### src/rtl/fifo_pkg.sv
// Shared constants for the per-destination output FIFOs and the VC arbiter that feeds them.
// Default geometry is 4 x 6-bit; pause threshold leaves one entry of slack.
package fifo_pkg;
   localparam int DATA_WIDTH   = 6;
   localparam int ADDR_WIDTH   = 2;
   localparam int DEPTH        = 1 << ADDR_WIDTH;
   localparam int ALMOST_FULL  = 3;
   localparam int ALMOST_EMPTY = 1;

   typedef struct packed {
      logic full;
      logic empty;
      logic pause;
      logic almost_empty;
   } fifo_flags_t;
endpackage

### src/rtl/fifo_mem.sv
// DEPTH x DATA_WIDTH register file: synchronous write, asynchronous read.
// No reset; contents are only observed after being written.
module fifo_mem #(
   parameter int DATA_WIDTH = 6,
   parameter int ADDR_WIDTH = 2
) (
   input  logic                  clk,
   input  logic                  wr_en_i,
   input  logic [ADDR_WIDTH-1:0] wr_addr_i,
   input  logic [DATA_WIDTH-1:0] wr_dat_i,
   input  logic [ADDR_WIDTH-1:0] rd_addr_i,
   output logic [DATA_WIDTH-1:0] rd_dat_o
);
   localparam int DEPTH = 1 << ADDR_WIDTH;

   logic [DATA_WIDTH-1:0] mem_q [DEPTH];

   always_ff @(posedge clk) begin
      if (wr_en_i) begin
         mem_q[wr_addr_i] <= wr_dat_i;
      end
   end

   assign rd_dat_o = mem_q[rd_addr_i];
endmodule

### src/rtl/fifo_d_salida.sv
// Output FIFO per destination: 1-cycle pop-to-data latency, registered data_out/valid_out.
// Back-pressure via combinational pause (occupancy >= ALMOST_FULL); overflow/underflow set sticky error.
module fifo_d_salida
   import fifo_pkg::*;
#(
   parameter int DATA_WIDTH   = fifo_pkg::DATA_WIDTH,
   parameter int ADDR_WIDTH   = fifo_pkg::ADDR_WIDTH,
   parameter int ALMOST_FULL  = fifo_pkg::ALMOST_FULL,
   parameter int ALMOST_EMPTY = fifo_pkg::ALMOST_EMPTY
) (
   input  logic                  clk,
   input  logic                  reset,
   input  logic [DATA_WIDTH-1:0] data_in,
   input  logic                  push,
   input  logic                  pop,
   output logic [DATA_WIDTH-1:0] data_out,
   output logic                  valid_out,
   output logic                  full,
   output logic                  empty,
   output logic                  pause,
   output logic                  almost_empty,
   output logic                  error
);
   localparam int DEPTH = 1 << ADDR_WIDTH;
   localparam int CW    = ADDR_WIDTH + 1;

   logic [ADDR_WIDTH-1:0] wr_ptr_q, wr_ptr_d, rd_ptr_q, rd_ptr_d;
   logic [CW-1:0]         count_q, count_d;
   logic [DATA_WIDTH-1:0] data_out_q, data_out_d, rd_dat;
   logic                  valid_q, valid_d, error_q, error_d;
   logic                  wr_ok, rd_ok;
   fifo_flags_t           flags;

   always_comb begin
      flags.full         = (count_q == CW'(DEPTH));
      flags.empty        = (count_q == '0);
      flags.pause        = (count_q >= CW'(ALMOST_FULL));
      flags.almost_empty = (count_q <= CW'(ALMOST_EMPTY));
   end

   // A full FIFO still takes a write when a read frees a slot in the same cycle.
   assign rd_ok = pop && !flags.empty;
   assign wr_ok = push && (!flags.full || rd_ok);

   fifo_mem #(
      .DATA_WIDTH (DATA_WIDTH),
      .ADDR_WIDTH (ADDR_WIDTH)
   ) u_mem (
      .clk       (clk),
      .wr_en_i   (wr_ok),
      .wr_addr_i (wr_ptr_q),
      .wr_dat_i  (data_in),
      .rd_addr_i (rd_ptr_q),
      .rd_dat_o  (rd_dat)
   );

   always_comb begin
      wr_ptr_d   = wr_ok ? wr_ptr_q + ADDR_WIDTH'(1) : wr_ptr_q;
      rd_ptr_d   = rd_ok ? rd_ptr_q + ADDR_WIDTH'(1) : rd_ptr_q;
      data_out_d = rd_ok ? rd_dat : data_out_q;
      valid_d    = rd_ok;
      error_d    = error_q | (push && flags.full && !pop) | (pop && flags.empty);
      case ({wr_ok, rd_ok})
         2'b10:   count_d = count_q + CW'(1);
         2'b01:   count_d = count_q - CW'(1);
         default: count_d = count_q;
      endcase
   end

   always_ff @(posedge clk) begin
      if (reset) begin
         wr_ptr_q   <= '0;
         rd_ptr_q   <= '0;
         count_q    <= '0;
         data_out_q <= '0;
         valid_q    <= 1'b0;
         error_q    <= 1'b0;
      end else begin
         wr_ptr_q   <= wr_ptr_d;
         rd_ptr_q   <= rd_ptr_d;
         count_q    <= count_d;
         data_out_q <= data_out_d;
         valid_q    <= valid_d;
         error_q    <= error_d;
      end
   end

   assign data_out     = data_out_q;
   assign valid_out    = valid_q;
   assign full         = flags.full;
   assign empty        = flags.empty;
   assign pause        = flags.pause;
   assign almost_empty = flags.almost_empty;
   assign error        = error_q;
endmodule
### config.mk
export PLATFORM = sky130hd
export DESIGN_NAME = fifo_d_salida
export DESIGN_NICKNAME = d
export VERILOG_FILES = /design/src/rtl/fifo_pkg.sv /design/src/rtl/fifo_mem.sv /design/src/rtl/fifo_d_salida.sv
export SDC_FILE = /design/constraint.sdc
export NUM_CORES = 1
export LEC_CHECK = 0
export ABC_AREA = 1
export BUFFER_PORTS_ARGS = -buffer_cell sky130_fd_sc_hd__buf_2
export CORE_MARGIN = 2
export CORE_UTILIZATION = 40
export DETAILED_ROUTE_END_ITERATION = 8
export SLEW_MARGIN = 25
export SYNTH_ARGS = -nofsm -noshare
export SYNTH_HDL_FRONTEND = slang
export SYNTH_HIERARCHICAL = 1
export SYNTH_SLANG_ARGS = --single-unit
### constraint.sdc
create_clock -name clk -period 2.4 [get_ports clk]
set_clock_uncertainty 0.05 [all_clocks]
set_input_delay 0.12 -clock clk [delete_from_list [all_inputs] [get_ports clk]]
set_output_delay 0.12 -clock clk [all_outputs]
set_load 0.02 [all_outputs]
==> results of run 1 <==
-- through the flow --
stage | utilization, % | area (um^2)
6_report | 48.99 | 2133
5_1_grt | 48.99 | 2133
4_1_cts | 48.99 | 2133
3_5_place_dp | 45.63 | 1987
3_3_place_gp | 45.63 | 1987
2_1_floorplan | - | 1809
-- synth_stat cells (all sizes together) --
cell	n	share of area (%)
ha	5	3.5
clkbuf	1	0.21
a21oi	6	2.3
dfxtp	15	17
inv	45	9.3
nand2	51	11
edfxtp	24	40
xor2	1	0.48
nand4	1	0.35
nor3	4	1.1
nor2	22	4.7
o21ai	10	2.8
nand3	19	6.1
buf	2	1.0
a31oi	1	0.35
-- timing repair --
action	CTS	global route
hold endpoints to repair	4	0
buffers inserted	0	0
hold buffers	1	0
-- layer usage --
layer,track usage (%),vias to the layer above,share of wire (%)
met3,4.360,9,3.7
met1,21.26,605,48
met4,4.822,0,1.6
met5,0,-,0
li1,-,707,-
met2,24.28,22,46
-- critical path, delay by kind of cell, from the launching register on --
kind                       cells  cell delay (ps)
buffers and inverters          4              470
and+or+nand+nor                3              360
adders and majority gates      1              310
DFF                            1              360
-- cell families after synthesis --
family | Yosys count | synth area share [%]
and+or+nand+nor | 97 | 23.65
buffers and inverters | 48 | 10.58
DFF | 39 | 56.43
AOI/OAI and AO/OA | 17 | 5.395
adders and majority gates | 5 | 3.458
xor gates and xnor gates | 1 | 0.4842
-- how the worst min path moves through the flow --
stage / from / slack (ps) / cells after the start / to
after global routing: data_in[0] / 10 / 1 / u_mem/mem_q[1][0]$_DFFE_PP_
after CTS: data_in[3] / 20 / 1 / u_mem/mem_q[3][3]$_DFFE_PP_
final: data_in[0] / 20 / 1 / u_mem/mem_q[1][0]$_DFFE_PP_
after detailed placement: reset / 300 / 2 / rd_ptr_q[1]$_SDFFE_PP0P_
after floorplan: reset / 140 / 1 / error$_SDFF_PP0_
after global placement: reset / 300 / 2 / rd_ptr_q[1]$_SDFFE_PP0P_
-- power by group through the flow --
stage                     Combinational, uW  Clock (uW)  Sequential (uW)
after floorplan                         408           0              887
after global placement                  573           0              868
after detailed placement                576           0              870
after CTS                               579         664              855
after global routing                    658         694              869
final                                   571         643              853
-- state kept, by name, summed over array words and instances (netlist names) --
| name | count |
|---|---|
| valid_out | 1 |
| count_q | 3 |
| error | 1 |
| u_mem/mem_q | 24 |
| rd_ptr_q | 2 |
| wr_ptr_q | 2 |
| data_out | 6 |
-- cell type report --
| class | instances | area share [%] |
|---|---|---|
| Sequential cell | 39 | 47.86 |
| Inverter | 45 | 7.918 |
| Clock inverter | 3 | 3.167 |
| Clock buffer | 5 | 3.226 |
| Tap cell | 52 | 3.050 |
| Timing Repair Buffer | 26 | 6.803 |
| Multi-Input combinational cell | 120 | 27.98 |
==> summary.md, run 1 <==
| Metric | Value |
|---|---|
| Status | `finished clean` |
| Final hold violations | `0` |
| Final hold slack | `18.05 ps` |
| Max-slew violations | `0` |
| Critical path class | `flop to flop` |
| Final period util | `76.08%` |
| Rows | `24` |
| Commonest non-fill, non-tap cell in the layout | `nand2_1` |
| Initial Util | `41.55%` |
| Crit start category | `flop` |
| Synthesized area per cell | `8.740 um^2` |
| Leading cell types in the layout, fill and taps excluded | `nand2_1 (49), inv_1 (42), edfxtp_1 (24)` |
| Max IR drop VDD | `0.0004581 V` |
| Post-Syn Instances | `~210` |
| First-pass GRT wire length | `6.113 mm` |
| Max frequency | `0.5476 GHz` |
| Total wire length | `3.450 mm` |
| Syn nets | `222` |
| Clock tree buffer depth | `2` |
| CP max FO | `6` |
| # port buffers | `21` |
| Setup slack, reg-to-reg | `between 500 and 600 ps` |
| Worst hold path type | `input port to flop` |
| Total gr overflow | `0` |
| Vias in the first global route | `1279` |
| Antenna Nets Post-Route | `0` |
| First-pass DRT Iterations | `4` |
| Leak Pwr | `0.001039 uW` |
| Min cycle time layout | `1826 ps` |
| Layout Cells excl Fill | `290` |
| Multi-input gate area | `596.8 um^2` |
| CP max stage delay | `360 ps` |
| Clk sinks | `39` |
| Final GP Congestion | `0.8274` |
| Origin of the critical flop-to-flop path | `count_q[0]$_SDFFE_PP0P_` |
| Drt initial violations | `slightly below 60` |
| Critical Path RT | `2360 ps` |
| Die H | `71.26 um` |
| Crit path capture | `u_mem/mem_q[0][1]$_DFFE_PP_` |
| Clock Latency Late Sink | `290 ps` |
| Sequential share of the synthesized area | `56.43%` |
| Power Density | `969.3 nW/um^2` |
| Combinational power share | `between 20% and 30%` |
| Core area | `between 4000 and 5000 um^2` |
| Pint | `roughly 1400 uW` |
| CTS Buf Count | `5` |
| Tot Pwr | `a little over 2000 uW` |
| Worst-margin pin slew | `550.4 ps` |
| DRC viols | `0` |
| Layout cells sized above 1 | `18.07%` |
| DP Cell Count | `281` |
| Nets@finish | `252` |
| Largest net degree at the start of global routing | `17` |
| Sw frac | `32.16%` |
| HPWL after DPL | `2.615 mm` |
| Worst Path Arrival | `1780 ps` |
| Reg clk slew, reported paths | `80 ps` |
| Crit Reg-Reg Endpoint | `u_mem/mem_q[0][1]$_DFFE_PP_` |
| Wirelength per Cell | `11.90 um` |
| Layout area overhead | `17.91%` |
| Mapped cell area | `1809 um^2` |
| GRT Overall Usage | `15.58%` |
| CTS root buf | `clkbuf_8` |
| Element type at the critical path end | `flop` |
| Max-cap check violation count | `0` |
| Vias/cell | `between 4 and 5` |
| Setup TNS | `0 ps` |
| Endpoints failing setup | `0` |
| Most used cell along the critical path | `inv_1` |
| Unrepaired setup endpoints after global routing | `false` |
| Inserted Diodes | `0` |
| CTS tree | `yes` |
| Psw | `665.0 uW` |
| Sequential power share | `41.3%` |
| FF+latch area | `1021 um^2` |
| Synthesis-stage register bit count | `39` |
| Vias | `1343` |
| Setup crit start | `count_q[0]$_SDFFE_PP0P_` |
| Die W | `roughly 70 um` |
| Max-slew headroom | `63.25%` |
| # IOs | `22` |
| Slowest-stage cell, CP | `dfxtp_1` |
| Crit path cell chain | `inv_1 > ha_1 > nand3_1 > nand2_1 > inv_1 > inv_1 > nor3_1 > buf_4` |
| Fillers | `437` |
| Post-CTS Resized | `0` |
| Synth unique cells | `22` |
| Dpl ws | `591.0 ps` |
| R2R depth | `8` |
| Clock group share of total power | `31.1%` |
| Fin worst setup slack | `574.0 ps` |
| Initial antenna violation count | `0` |
| Synth warn | `6` |
| Total die area | `5077 um^2` |
| H-Tree Depth | `2` |
Note: power is estimated with default switching activity, not from simulation.
==> run 2: changes to the inputs <==
- clock period: 2.4 -> 1.9 ns (I/O delays scaled with it)
==> run 2 against run 1 <==
Against the previous run:
- cell count rose by 0.69%
- fmax is 7.1% higher
- sequential share of layout area increased by 0.056 points
- first-iteration DRC count is 6.9% lower
- clock power about the same
- hold slack lost 8.4 ps
- critical path type unchanged
==> summary.md, run 2 (same netlist as run 1, synthesis figures left out) <==
| Metric | Value |
|---|---|
| Status | `finished clean` |
| Nets@finish | `255` |
| HPWL after DPL | `2.605 mm` |
| Drt initial violations | `54` |
| Max reg flops | `24` |
| Most used cell along the critical path | `inv_1` |
| CP top delay family | `buffers and inverters` |
| Psw | `817.9 uW` |
| Met1 Track Usage GR | `between 10% and 20%` |
| Core area | `about 4400 um^2` |
| Inserted Diodes | `0` |
| Critical path class | `flop to flop` |
| Total gr overflow | `0` |
| Multi-input gate area | `596.8 um^2` |
| First-pass DRT Iterations | `4` |
| Commonest non-fill, non-tap cell in the layout | `nand2_1` |
| Power Density | `roughly 1200 nW/um^2` |
| Final GP Congestion | `roughly 0.84` |
| Pint | `1643 uW` |
| Vias in the first global route | `1186` |
| Area post-placement | `1994 um^2` |
| Critical Path Stages | `8` |
| Slowest-stage cell, CP | `dfxtp_1` |
| Worst Path Arrival | `between 1500 and 2000 ps` |
| Met3 Usage GRT | `under 10%` |
| Initial antenna violation count | `0` |
| Final hold slack | `9.648 ps` |
| Critical Path RT | `1850 ps` |
| Total wire length | `~3.4 mm` |
| FF+latch area | `1021 um^2` |
| Sw frac | `33.23%` |
| GRT Overall Usage | `14.60%` |
| # IOs | `22` |
| Clock group share of total power | `26.2%` |
| Worst hold path type | `input port to flop` |
| Final Util | `48.94%` |
| Endpoints failing setup | `0` |
| CTS Buf Count | `5` |
| Antenna Nets Post-Route | `0` |
| Worst-margin pin slew | `approximately 540 ps` |
| Vias/cell | `approximately 4.5` |
| Crit start category | `flop` |
| GRT Max-Usage Layer | `met2` |
| Max-slew violations | `0` |
| Vias | `about 1300` |
| Final hold violations | `0` |
| Element type at the critical path end | `flop` |
| Leak Pwr | `between 0.001 and 0.0015 uW` |
| R2R depth | `8` |
| Unrepaired setup endpoints after global routing | `false` |
| Register bank with the most flops | `u_mem/mem_q` |
| CP max FO | `6` |
| Post-route cell area | `2131 um^2` |
| Max IR drop VDD | `0.0004841 V` |
| Sequential power share | `43.8%` |
| Total die area | `5077 um^2` |
| Reg clk slew, reported paths | `70 ps` |
| Wirelength per Cell | `11.65 um` |
| Layout area overhead | `17.77%` |
| Max-cap check violation count | `0` |
| Leading cell types in the layout, fill and taps excluded | `nand2_1 (49), inv_1 (42), edfxtp_1 (24)` |
| Combinational power share | `between 30% and 40%` |
| Die W | `71.26 um` |
| CP max stage delay | `360 ps` |
| Largest net degree at the start of global routing | `17` |
| Rows | `24` |
| Clk sinks | `39` |
| Max-slew headroom | `63.84%` |
| Clock Latency Late Sink | `~280 ps` |
| Buf+Inv Stages, Crit Path | `4` |
| Die H | `a little over 70 um` |
| Max frequency | `roughly 0.59 GHz` |
| Final period util | `approximately nine tenths` |
| First-pass GRT wire length | `5.589 mm` |
| Layout cells sized above 1 | `17.92%` |
| GR Util met2 | `roughly a quarter` |
| Crit path cell chain | `inv_1 > ha_1 > nand3_1 > nand2_1 > inv_1 > inv_1 > nor3_1 > buf_4` |
| Fillers | `427` |
| Min cycle time layout | `~1700 ps` |
| DRC viols | `0` |
| Post-CTS Resized | `0` |
| CTS tree | `yes` |
| Initial Util | `around 42%` |
| # port buffers | `21` |
| Clock tree buffer depth | `2` |
| H-Tree Depth | `2` |
| Hold path depth | `1` |
| CTS root buf | `clkbuf_8` |
-- run 2: cell types whose count changed in the layout (fill, tap and decap cells not counted), sizes merged --
| cell | change |
|---|---|
| dlygate4sd3 | +2 |
| buf | +1 |
| bufinv | -1 |
-- run 2: worst paths after layout --
path | slack [ps] | from | end
worst max-delay path | 190 | count_q[0]$_SDFFE_PP0P_ | u_mem/mem_q[3][1]$_DFFE_PP_
worst min-delay path | 10 | data_in[5] | u_mem/mem_q[0][5]$_DFFE_PP_
worst max register to register | 190 | count_q[0]$_SDFFE_PP0P_ | u_mem/mem_q[3][1]$_DFFE_PP_
worst min register to register | 430 | data_out[2]$_SDFFE_PP0P_ | data_out[2]$_SDFFE_PP0P_
-- run 2: power groups by stage --
stage	logic (uW)	clock network (uW)	registers (uW)
final	738	645	1080
after CTS	745	665	1080
after detailed placement	740	0	1100
after global routing	840	705	1090
after floorplan	515	0	1120
after global placement	733	0	1100
-- run 2: per-layer routing --
layer / vias up / share of wire [%]
met5: - / 0
met4: 0 / 0.71
met3: 2 / 3.2
met2: 19 / 48
met1: 587 / 48
li1: 711 / -
-- run 2: timing repair --
item                                   in CTS  in global routing
buffers inserted                            0                  0
hold buffers                                2                  1
endpoints found under the hold margin       8                  4
-- run 2: metrics by stage --
stage,setup WS [ps],power [uW],cells,setup TNS [ps]
after global routing,33.08,2638,292,0
final,194.9,2461,292,0
after CTS,204.8,2490,291,0
after global placement,250.7,1829,282,0
after floorplan,-4.886,1635,207,-117.2
after detailed placement,236.8,1838,282,0
-- run 2: area by class of cell --
| type | instances | share of cell area (%) |
|---|---|---|
| Clock buffer | 5 | 3.230 |
| Timing Repair Buffer | 29 | 8.103 |
| Inverter | 45 | 7.927 |
| Sequential cell | 39 | 47.92 |
| Tap cell | 52 | 3.053 |
| Clock inverter | 2 | 1.762 |
| Multi-Input combinational cell | 120 | 28.01 |
-- run 2: worst reg2reg max path, delay by kind of cell (launching register included) --
family        cells  cell delay, ps
buf+inv           4             470
simple gates      3             310
flops             1             360
fa+ha+maj         1             230
==> run 3: changes to the inputs <==
- clock period: 1.9 -> 2.1 ns (I/O delays scaled with it)
==> run 3 against run 2 <==
Against the previous run:
- wire length up 2.1%
- first-iteration DRC count decreased by 3.7%
- critical endpoint is now u_mem/mem_q[3][5]$_DFFE_PP_
- largest cell class unchanged
- global-route usage grew 0.95 points
- highest routed layer unchanged
- critical path depth unchanged
- cell count fell by 0.68%
- combinational power fell by 12%
- die area unchanged
==> summary.md, run 3 (same netlist as run 1, synthesis figures left out) <==
| Metric | Value |
|---|---|
| Power Density | `1110 nW/um^2` |
| Combinational power share | `27.5%` |
| Total wire length | `3.474 mm` |
| Largest net degree at the start of global routing | `17` |
| Drt initial violations | `52` |
| Rows | `24` |
| Max-cap check violation count | `0` |
| R2R depth | `8` |
| Setup TNS | `0 ps` |
| Critical path class | `flop to flop` |
| WHS Endpoint | `u_mem/mem_q[1][0]$_DFFE_PP_` |
| GRT Overall Usage | `15.55%` |
| Pint | `1603 uW` |
| Critical Path RT | `2060 ps` |
| Min cycle time layout | `1797 ps` |
| H-Tree Depth | `2` |
| Dpl ws | `303.2 ps` |
| Layout cells sized above 1 | `18.07%` |
| Register bank with the most flops | `u_mem/mem_q` |
| Setup slack, reg-to-reg | `300 ps` |
| Wirelength per Cell | `11.98 um` |
| CTS root buf | `clkbuf_8` |
| Initial Util | `41.55%` |
| Vias in the first global route | `1305` |
| Initial antenna violation count | `0` |
| Hold path depth | `1` |
| Layout area overhead | `17.91%` |
| Vias/cell | `4.572` |
| Worst hold path type | `input port to flop` |
| Clock group share of total power | `31.3%` |
| HP Start | `data_in[0]` |
| CTS tree | `yes` |
| FF+latch area | `1021 um^2` |
| Final hold violations | `0` |
| Max reg flops | `24` |
| Endpoints failing setup | `0` |
| Unrepaired setup endpoints after global routing | `false` |
| Setup crit start | `count_q[0]$_SDFFE_PP0P_` |
| DP Cell Count | `281` |
| Final period util | `85.56%` |
| Multi-input gate area | `596.8 um^2` |
| Core area | `4354 um^2` |
| CP max FO | `6` |
| Final Util | `48.99%` |
| Layout Cells excl Fill | `between 200 and 300` |
| Psw | `765.5 uW` |
| Clock tree buffer depth | `2` |
| Crit start category | `flop` |
| CTS Buf Count | `5` |
| Fillers | `429` |
| Clk sinks | `39` |
| DRC viols | `0` |
| Fin worst setup slack | `303.3 ps` |
| Total die area | `5077 um^2` |
| # port buffers | `21` |
| Total gr overflow | `0` |
| Status | `finished clean` |
| Max IR drop VDD | `0.0004565 V` |
| Nets@finish | `252` |
| Leak Pwr | `0.001039 uW` |
| Antenna Nets Post-Route | `0` |
| Clock Latency Late Sink | `between 200 and 300 ps` |
| First-pass DRT Iterations | `4` |
| First-pass GRT wire length | `6.009 mm` |
| Max-slew violations | `0` |
| Die H | `roughly 71 um` |
| Reg clk slew, reported paths | `80 ps` |
| Die W | `71.26 um` |
| Sequential power share | `between 40% and 50%` |
| Element type at the critical path end | `flop` |
| Inserted Diodes | `0` |
| Commonest non-fill, non-tap cell in the layout | `nand2_1` |
| Sw frac | `between 30% and 40%` |
| Max-slew headroom | `63.73%` |
| Vias | `1326` |
| # IOs | `22` |
| Worst Path Arrival | `1750 ps` |
| Max frequency | `approximately 0.56 GHz` |
| Crit Reg-Reg Endpoint | `u_mem/mem_q[3][5]$_DFFE_PP_` |
| Post-CTS Setup Repair Bufs | `0` |
| Origin of the critical flop-to-flop path | `count_q[0]$_SDFFE_PP0P_` |
| HPWL after DPL | `2.618 mm` |
| Leading cell types in the layout, fill and taps excluded | `nand2_1 (49), inv_1 (42), edfxtp_1 (24)` |
| Final GP Congestion | `~0.83` |
| Worst-margin pin slew | `543.3 ps` |
run 3: changes by cell type in the layout (fill, tap and decap cells not counted), sizes merged:
cell and change:
buf -1, bufinv +1, dlygate4sd3 -2
run 3: timing repair:
action	4_1_cts	5_1_grt
hold endpoints to repair	4	0
hold buffers	1	0
gates resized for setup	0	0
run 3: layout make-up:
cell class | count | area share (%)
sequential | 39 | 47.86
multi-input combinational | 120 | 27.98
inverter | 45 | 7.918
timing repair buffer | 26 | 6.803
clock buffer | 5 | 3.226
clock inverter | 3 | 3.167
tap | 52 | 3.050
run 3: layer usage:
layer	vias to the layer above	track usage, %	wire length (um)	part of all wire, %
met3	15	3.376	160	4.6
met1	573	19.89	1621	47
li1	706	-	-	-
met5	-	0	0	0
met2	32	24.38	1578	45
met4	0	9.015	114	3.3
run 3: per-stage QoR:
step / total power (uW) / hold slack [ps] / area [um^2]
global placement: 1647 / 289.7 / 1987
floorplan: 1480 / 124.1 / 1809
global route: 2524 / 1.968 / 2133
detailed placement: 1652 / 287.1 / 1987
finish: 2368 / 1.610 / 2133
CTS: 2397 / 4.767 / 2133
run 3: how the worst max path moves through the flow:
stage,end,slack (ps),cells past startpoint
3_5_place_dp,u_mem/mem_q[2][2]$_DFFE_PP_,300,8
2_1_floorplan,u_mem/mem_q[3][0]$_DFFE_PP_,200,7
5_1_grt,u_mem/mem_q[0][1]$_DFFE_PP_,100,8
6_report,u_mem/mem_q[3][5]$_DFFE_PP_,300,8
3_3_place_gp,u_mem/mem_q[0][1]$_DFFE_PP_,340,8
4_1_cts,u_mem/mem_q[2][5]$_DFFE_PP_,290,8
run 3: critical path, cell delays in order (launching register included):
cell and delay [ps]:
dfxtp_1 370, inv_1 110, ha_1 310, nand3_1 110
nand2_1 80, inv_1 80, inv_1 80, nor3_1 140
buf_4 190
run 3: power by group through the flow:
stage                     registers (uW)  logic, uW  clock network (uW)
after floorplan                     1010        466                   0
after global placement               992        655                   0
after detailed placement             994        659                   0
after CTS                            977        663                 757
after global routing                 993        749                 782
final                                976        652                 741
